## config.mk

```make
export PLATFORM = sky130hd
export DESIGN_NAME = vga_plot_ctrl
export DESIGN_NICKNAME = d
export VERILOG_FILES = /design/src/rtl/vga_plot_pkg.sv /design/src/rtl/vga_plot_ctrl_fifo.sv /design/src/rtl/vga_plot_ctrl.sv
export SDC_FILE = /design/constraint.sdc
export NUM_CORES = 1
export LEC_CHECK = 0
export ABC_AREA = 1
export CAP_MARGIN = 20
export CORE_MARGIN = 4
export CORE_UTILIZATION = 39
export DETAILED_ROUTE_END_ITERATION = 8
export GPL_TIMING_DRIVEN = 0
export PLACE_DENSITY = 0.56
export REMOVE_ABC_BUFFERS = 1
export SLEW_MARGIN = 20
export SYNTH_ARGS = -nofsm -noshare
export SYNTH_HDL_FRONTEND = slang
export SYNTH_SLANG_ARGS = --single-unit
export TNS_END_PERCENT = 30
```

## constraint.sdc

```tcl
create_clock -name clk -period 6.2 [get_ports clk]
set_clock_uncertainty 0.1 [all_clocks]
set_input_delay 0.93 -clock clk [delete_from_list [all_inputs] [get_ports clk]]
set_output_delay 0.93 -clock clk [all_outputs]
set_load 0.01 [all_outputs]
```

## src/rtl/vga_plot_pkg.sv

```systemverilog
// ---------------------------------------------------------------------------
// vga_plot_pkg
// Shared definitions for the VGA drawing controller:
//   - command opcodes carried on cmd_op
//   - FSM state encoding of the draw engine
//   - command word layout helpers (queue entry = {op, x, y, w, h, colour})
// Optional feature macro used by the controller: VGA_PLOT_CLEAR_EN
// ---------------------------------------------------------------------------
package vga_plot_pkg;

    localparam int OP_W = 2;

    localparam logic [OP_W-1:0] OP_PIXEL = 2'b00;
    localparam logic [OP_W-1:0] OP_RECT  = 2'b01;
    localparam logic [OP_W-1:0] OP_RSVD  = 2'b10;
    localparam logic [OP_W-1:0] OP_CLEAR = 2'b11;

    typedef enum logic {
        ST_IDLE = 1'b0,
        ST_DRAW = 1'b1
    } state_t;

    // Default screen geometry (160x120, 3-bit colour)
    localparam int DEF_X_W      = 8;
    localparam int DEF_Y_W      = 7;
    localparam int DEF_COLOUR_W = 3;

    // Width of one queued command word for a given geometry
    function automatic int cmd_width(input int x_w, input int y_w, input int colour_w);
        return OP_W + 2 * x_w + 2 * y_w + colour_w;
    endfunction

    localparam int DEF_CMD_W = OP_W + 2 * DEF_X_W + 2 * DEF_Y_W + DEF_COLOUR_W;

    // Command layout at the default geometry; the controller packs the same
    // field order at its own parameterised widths.
    typedef struct packed {
        logic [OP_W-1:0]         op;
        logic [DEF_X_W-1:0]      x;
        logic [DEF_Y_W-1:0]      y;
        logic [DEF_X_W-1:0]      w;
        logic [DEF_Y_W-1:0]      h;
        logic [DEF_COLOUR_W-1:0] colour;
    } def_cmd_t;

endpackage

```

## src/rtl/vga_plot_ctrl_fifo.sv

```systemverilog
// ---------------------------------------------------------------------------
// plot_fifo
// Synchronous command FIFO. Head entry is presented combinationally on dout.
// Reset clears the pointers and occupancy only; storage is left as-is.
// Ports:
//   clk, reset        clock, synchronous active-high reset
//   push, din         write request / data (ignored while full)
//   pop               read request (ignored while empty)
//   dout              head entry
//   full, empty       status flags
//   count             number of stored entries
// ---------------------------------------------------------------------------
module plot_fifo #(
    parameter int DEPTH = 4,
    parameter int WIDTH = 8
) (
    input  logic                       clk,
    input  logic                       reset,
    input  logic                       push,
    input  logic [WIDTH-1:0]           din,
    input  logic                       pop,
    output logic [WIDTH-1:0]           dout,
    output logic                       full,
    output logic                       empty,
    output logic [$clog2(DEPTH):0]     count
);

    localparam int AW = $clog2(DEPTH);

    logic [WIDTH-1:0] mem [DEPTH];
    logic [AW-1:0]    wr_ptr;
    logic [AW-1:0]    rd_ptr;
    logic [AW:0]      cnt;
    logic             do_push;
    logic             do_pop;

    assign full    = (cnt == (AW+1)'(DEPTH));
    assign empty   = (cnt == '0);
    assign count   = cnt;
    assign dout    = mem[rd_ptr];
    assign do_push = push && !full;
    assign do_pop  = pop && !empty;

    always_ff @(posedge clk) begin
        if (reset) begin
            wr_ptr <= '0;
            rd_ptr <= '0;
            cnt    <= '0;
        end else begin
            if (do_push) wr_ptr <= wr_ptr + 1'b1;
            if (do_pop)  rd_ptr <= rd_ptr + 1'b1;
            case ({do_push, do_pop})
                2'b10:   cnt <= cnt + 1'b1;
                2'b01:   cnt <= cnt - 1'b1;
                default: cnt <= cnt;
            endcase
        end
    end

    always_ff @(posedge clk) begin
        if (do_push) mem[wr_ptr] <= din;
    end

endmodule

```

## src/rtl/vga_plot_ctrl.sv

```systemverilog
// ---------------------------------------------------------------------------
// vga_plot_ctrl
// Drawing controller between the CPU command registers and the VGA adapter
// pixel-write port. Commands are queued in plot_fifo and expanded into one
// pixel write per clock (pixel, rectangle fill, optional clear-screen).
// Optional feature macro: VGA_PLOT_CLEAR_EN (op 11 = clear screen; when
// undefined op 11 behaves like the reserved op 10).
// Ports:
//   clk, reset                    clock, synchronous active-high reset
//   cmd_valid / cmd_ready         command handshake (ready = queue not full)
//   cmd_op, cmd_x, cmd_y          opcode and origin
//   cmd_w, cmd_h, cmd_colour      rect size and fill colour
//   vga_x, vga_y, vga_colour      pixel presented to the adapter
//   vga_plot                      write strobe, one pixel per high cycle
//   busy                          engine drawing or queue non-empty
//
// state   | meaning
// --------+-------------------------------------------------------------
// ST_IDLE | no command active; pops the queue head when one is present
// ST_DRAW | cursor walking the active command, one pixel per cycle
// ---------------------------------------------------------------------------
module vga_plot_ctrl
    import vga_plot_pkg::*;
#(
    parameter int X_W        = 8,
    parameter int Y_W        = 7,
    parameter int COLOUR_W   = 3,
    parameter int X_MAX      = 159,
    parameter int Y_MAX      = 119,
    parameter int FIFO_DEPTH = 4
) (
    input  logic                clk,
    input  logic                reset,
    input  logic                cmd_valid,
    output logic                cmd_ready,
    input  logic [1:0]          cmd_op,
    input  logic [X_W-1:0]      cmd_x,
    input  logic [Y_W-1:0]      cmd_y,
    input  logic [X_W-1:0]      cmd_w,
    input  logic [Y_W-1:0]      cmd_h,
    input  logic [COLOUR_W-1:0] cmd_colour,
    output logic [X_W-1:0]      vga_x,
    output logic [Y_W-1:0]      vga_y,
    output logic [COLOUR_W-1:0] vga_colour,
    output logic                vga_plot,
    output logic                busy
);

    localparam int CMD_W = cmd_width(X_W, Y_W, COLOUR_W);

    logic [CMD_W-1:0]            fifo_din;
    logic [CMD_W-1:0]            fifo_dout;
    logic                        fifo_full;
    logic                        fifo_empty;
    logic                        fifo_push;
    logic                        fifo_pop;
    logic [$clog2(FIFO_DEPTH):0] fifo_count;

    // queue head fields
    logic [1:0]          hd_op;
    logic [X_W-1:0]      hd_x;
    logic [Y_W-1:0]      hd_y;
    logic [X_W-1:0]      hd_w;
    logic [Y_W-1:0]      hd_h;
    logic [COLOUR_W-1:0] hd_colour;

    // decoded load values for the head entry
    logic [X_W-1:0]      ld_x0;
    logic [Y_W-1:0]      ld_y0;
    logic [X_W-1:0]      ld_w_last;
    logic [Y_W-1:0]      ld_h_last;
    logic                ld_op_ok;

    // active command
    state_t              state_q;
    logic [X_W-1:0]      x0_q;
    logic [Y_W-1:0]      y0_q;
    logic [X_W-1:0]      w_last_q;
    logic [Y_W-1:0]      h_last_q;
    logic [X_W-1:0]      col_q;
    logic [Y_W-1:0]      row_q;
    logic [COLOUR_W-1:0] colour_q;
    logic                op_ok_q;

    logic [X_W:0]        cur_x;
    logic [Y_W:0]        cur_y;
    logic                in_bounds;
    logic                last_pix;

    assign fifo_din  = {cmd_op, cmd_x, cmd_y, cmd_w, cmd_h, cmd_colour};
    assign {hd_op, hd_x, hd_y, hd_w, hd_h, hd_colour} = fifo_dout;

    // Push uses the registered full flag, so a pop in the same cycle
    // cannot make room for a push.
    assign cmd_ready = !fifo_full;
    assign fifo_push = cmd_valid && !fifo_full;

    plot_fifo #(
        .DEPTH (FIFO_DEPTH),
        .WIDTH (CMD_W)
    ) u_fifo (
        .clk   (clk),
        .reset (reset),
        .push  (fifo_push),
        .din   (fifo_din),
        .pop   (fifo_pop),
        .dout  (fifo_dout),
        .full  (fifo_full),
        .empty (fifo_empty),
        .count (fifo_count)
    );

    // Sizes are stored as last index (size-1); a zero size means one.
    always_comb begin
        ld_x0     = hd_x;
        ld_y0     = hd_y;
        ld_w_last = (hd_w == '0) ? '0 : hd_w - 1'b1;
        ld_h_last = (hd_h == '0) ? '0 : hd_h - 1'b1;
        ld_op_ok  = 1'b1;
        case (hd_op)
            OP_PIXEL: begin
                ld_w_last = '0;
                ld_h_last = '0;
            end
            OP_RECT: begin
                ld_op_ok = 1'b1;
            end
            OP_CLEAR: begin
`ifdef VGA_PLOT_CLEAR_EN
                ld_x0     = '0;
                ld_y0     = '0;
                ld_w_last = X_W'(X_MAX);
                ld_h_last = Y_W'(Y_MAX);
`else
                ld_w_last = '0;
                ld_h_last = '0;
                ld_op_ok  = 1'b0;
`endif
            end
            default: begin
                ld_w_last = '0;
                ld_h_last = '0;
                ld_op_ok  = 1'b0;
            end
        endcase
    end

    // Extra top bit keeps an off-screen cursor from aliasing onto the screen.
    assign cur_x     = {1'b0, x0_q} + {1'b0, col_q};
    assign cur_y     = {1'b0, y0_q} + {1'b0, row_q};
    assign in_bounds = (cur_x <= (X_W+1)'(X_MAX)) && (cur_y <= (Y_W+1)'(Y_MAX));
    assign last_pix  = (col_q == w_last_q) && (row_q == h_last_q);

    // Pop from IDLE, or on the final pixel so the next command follows
    // without a bubble.
    assign fifo_pop  = !fifo_empty && ((state_q == ST_IDLE) || last_pix);

    always_ff @(posedge clk) begin
        if (reset) begin
            state_q  <= ST_IDLE;
            x0_q     <= '0;
            y0_q     <= '0;
            w_last_q <= '0;
            h_last_q <= '0;
            col_q    <= '0;
            row_q    <= '0;
            colour_q <= '0;
            op_ok_q  <= 1'b0;
        end else begin
            case (state_q)
                ST_IDLE: begin
                    if (fifo_pop) state_q <= ST_DRAW;
                end
                ST_DRAW: begin
                    if (last_pix) begin
                        if (!fifo_pop) state_q <= ST_IDLE;
                    end else if (col_q == w_last_q) begin
                        col_q <= '0;
                        row_q <= row_q + 1'b1;
                    end else begin
                        col_q <= col_q + 1'b1;
                    end
                end
                default: state_q <= ST_IDLE;
            endcase

            if (fifo_pop) begin
                x0_q     <= ld_x0;
                y0_q     <= ld_y0;
                w_last_q <= ld_w_last;
                h_last_q <= ld_h_last;
                col_q    <= '0;
                row_q    <= '0;
                colour_q <= hd_colour;
                op_ok_q  <= ld_op_ok;
            end
        end
    end

    assign vga_x      = cur_x[X_W-1:0];
    assign vga_y      = cur_y[Y_W-1:0];
    assign vga_colour = colour_q;
    assign vga_plot   = (state_q == ST_DRAW) && op_ok_q && in_bounds;
    assign busy       = (state_q != ST_IDLE) || (fifo_count != '0);

endmodule
```

==> impl_metrics.toml <==
[cts]
clk_pin_slew_ps = 60
ctsResizeCount = 0
postCtsSetupBuffers = 0
ctsRootBufferMaster = "clkbuf_16"
worst_skew_pair.late_latency_ps = 430
cts.sinks = 199
cts.hold.buffers_added = 0
cts_tree = "yes"
cts_buffer_depth = 2
cts-buffers-inserted = 17
ctsHtreeMaxLevel = 4

[setup_path]
cp_slowest_stage_delay_ps = 540
path_buf_inv = 1
path_common_cell = "nand2_1"
path_delay_family = "adder cells"
crit_type = "flip-flop to output pin"
crit_path_start_kind = "flip-flop"
worst_ep_required_time_ps = 5170
worstPathMaxFanout = 7
crit_cells = 10
end_kind = "output pin"
slowest_stage = "clkdlybuf4s50_1"
worstRegToRegCells = 14
arrival_ps = 2840
cp_cell_sequence = "ha_1, fa_1, nand4_1, nand3_1, xor2_1, nand2_1, nand2_1, nand2_1, nor2_1, clkdlybuf4s50_1"

[cells_and_area]
drive_gt1_share_pct = 5.92
n_antenna_cell = 0
nFillCells = 2063
finalNonFillerCells = 1226
synthToLayoutAreaGrowth_pct = 16.6
num-nets-final = 1000

[route]
drc = 0
viasPerCell = 4.92
routed_wl_um = 18700
wl_per_cell_um = 15.3
first_pass_iters = 4
dr_total_vias = 6035
drtIter0Drc = 326
antenna_violating_nets_post_route = 0

[die]
ios = 59
dieArea_mm2 = 0.0252
core-area_mm2 = 0.0221
start_util_pct = 40.1
die_y_um = 159
rows = 54
die_width_um = 159

[min_path]
hold_path.class = "flip-flop to flip-flop"
worstHoldPathCells = 2

[logic_synthesis]
syn_area_mm2 = 0.00887
netlist.area_leader.share_pct = 47.4
synth_area_leader_cell = "edfxtp_1"
synth_edf_count = 140
ys_types = 38
synth_ff_type = "edfxtp_1"
async_reset_ff_share_pct = 0
synth_area_per_cell_um2 = 10.0
synth-seq-area-share_pct = 60.7
ys_warn_count = 0
syn_inst = 883
synth_area_leaders = "edfxtp_1 47%, dfxtp_1 13%, nand2_1 10%"
ys_seq_elements = 199

[timing]
layout_min_cycle_time_ps = 3870
max_freq_mhz = 259
rsz0062_at_grt = "false"
post-route-period-util_pct = 62.4
tightestPinTransition_ps = 903
finalMaxSlewViolations = 0
slew_headroom_pct = 39.6
setup_viol = 0
finalHoldViolations = 0
setup_tns_ps = 0

[placed_design]
hpwlAfterDp_um = 12400
io_buffers = 58
place_inst = 1194
gp_congestion = 0.843

[power_and_ir_drop]
peakVddDrop_v = 0.000252
p_leak_nw = 3.94
p_total_mw = 4.48
p_per_area_mw_per_mm2 = 433

[grt]
busiest_layer = "met2"
grt_pass1_vias = 5850
grt_pass1_wl_um = 30500
grt_max_degree = 69
grt_overflow = 0
antenna_found_initial = 0
grt.total_usage_pct = 15.0
use_met2_pct = 24.7
grt_util_met1_pct = 20.4
grtUsageMet3_pct = 2.98

[run]
drv_cap = 0

[run_status]
status = "finished, final reports clean"
## kinds of logic (layout without fill, tap and decap cells)
kind of cell    Yosys count  after routing  synth area share [%]
xor+xnor                 36             36                  3.55
buf+inv                 101            164                  5.16
simple gates            389            389                  18.4
compound gates          129            129                  7.86
fa+ha+maj                29             29                  4.34
flops                   199            199                  60.7
## path summary, 6_finish.rpt
check,startpoint,to,slack [ps]
worst max-delay path,col_q[0],vga_plot,2330
worst min-delay path,w_last_q[6],w_last_q[6],370
worst max register to register,col_q[1],u_fifo.count[2],2950
worst min register to register,w_last_q[6],w_last_q[6],370
## registers in the layout, indices dropped and copies added (netlist names), named ones only
register	cells
x0_q	8
y0_q	7
u_fifo.mem	140
u_fifo.rd_ptr	2
op_ok_q	1
row_q	7
u_fifo.count	3
u_fifo.wr_ptr	2
vga_colour	3
w_last_q	8
state_q	1
col_q	8
h_last_q	7
## cells in the final DEF, fill, tap and decap left out, types with 2 or more instances in the layout
| cell type | n |
|---|---|
| edfxtp_1 | 140 |
| o21ai_1 | 6 |
| nand3_1 | 62 |
| clkinvlp_4 | 2 |
| nor2_2 | 3 |
| a21oi_1 | 45 |
| clkdlybuf4s50_1 | 58 |
| dfxtp_1 | 57 |
| nand2_2 | 3 |
| xor2_1 | 24 |
| clkbuf_1 | 2 |
| a31oi_1 | 2 |
| nor2_1 | 59 |
| xnor2_1 | 12 |
| o22ai_1 | 19 |
| o21ai_0 | 52 |
| clkinv_1 | 3 |
| nand4_1 | 13 |
| bufinv_16 | 2 |
| clkbuf_16 | 17 |
| inv_1 | 62 |
| inv_2 | 4 |
| nor4_1 | 2 |
| fa_1 | 3 |
| buf_12 | 5 |
| ha_1 | 26 |
| nand2_1 | 236 |
| nor2_4 | 5 |
| inv_6 | 4 |
## tightest hold or removal path, cell delays in order, from the launching register on
cell	delay (ps)
dfxtp_1	320
nand2_1	60
nand2_1	50
## synthesized netlist by cell type, drive strengths merged, types with 3 or more instances
library cell  count
xnor2            12
nand2           240
inv              67
clkbuf           10
xor2             24
ha               26
a21oi            45
edfxtp          140
o21ai            58
o22ai            19
nor2             67
buf              23
fa                3
nand4            13
dfxtp            59
nand3            63
## power by group
group          internal (mW)  switching [mW]  leakage [nW]
clock                  0.600           0.490         0.276
sequential              1.61           0.130          1.77
combinational          0.548            1.10          1.89
total                   2.76            1.72          3.94
## routing by layer
layer / part of all wire (%) / vias to the layer above
li1: - / 3096
met1: 48 / 2840
met2: 48 / 84
met3: 3.2 / 15
met4: 1.1 / 0
met5: 0 / -
## final cells by class
type	instances	area, µm²	area share (%)
Clock buffer	19	433	4.19
Inverter	68	258	2.49
Multi-Input combinational cell	583	3060	29.6
Sequential cell	199	5390	52.1
Clock inverter	13	143	1.38
Timing Repair Buffer	64	708	6.85
Tap cell	280	350	3.39
## stage by stage
step	hold slack (ps)	utilization (%)	cell area [µm²]	setup slack [ps]
5_1_grt	384	46.8	10300	2100
3_3_place_gp	358	43.4	9600	1010
2_1_floorplan	340	-	8670	2930
3_5_place_dp	359	44.2	9760	2680
4_1_cts	372	46.8	10300	2250
6_report	370	46.8	10300	2330
Note: power is estimated with default switching activity, not from simulation.
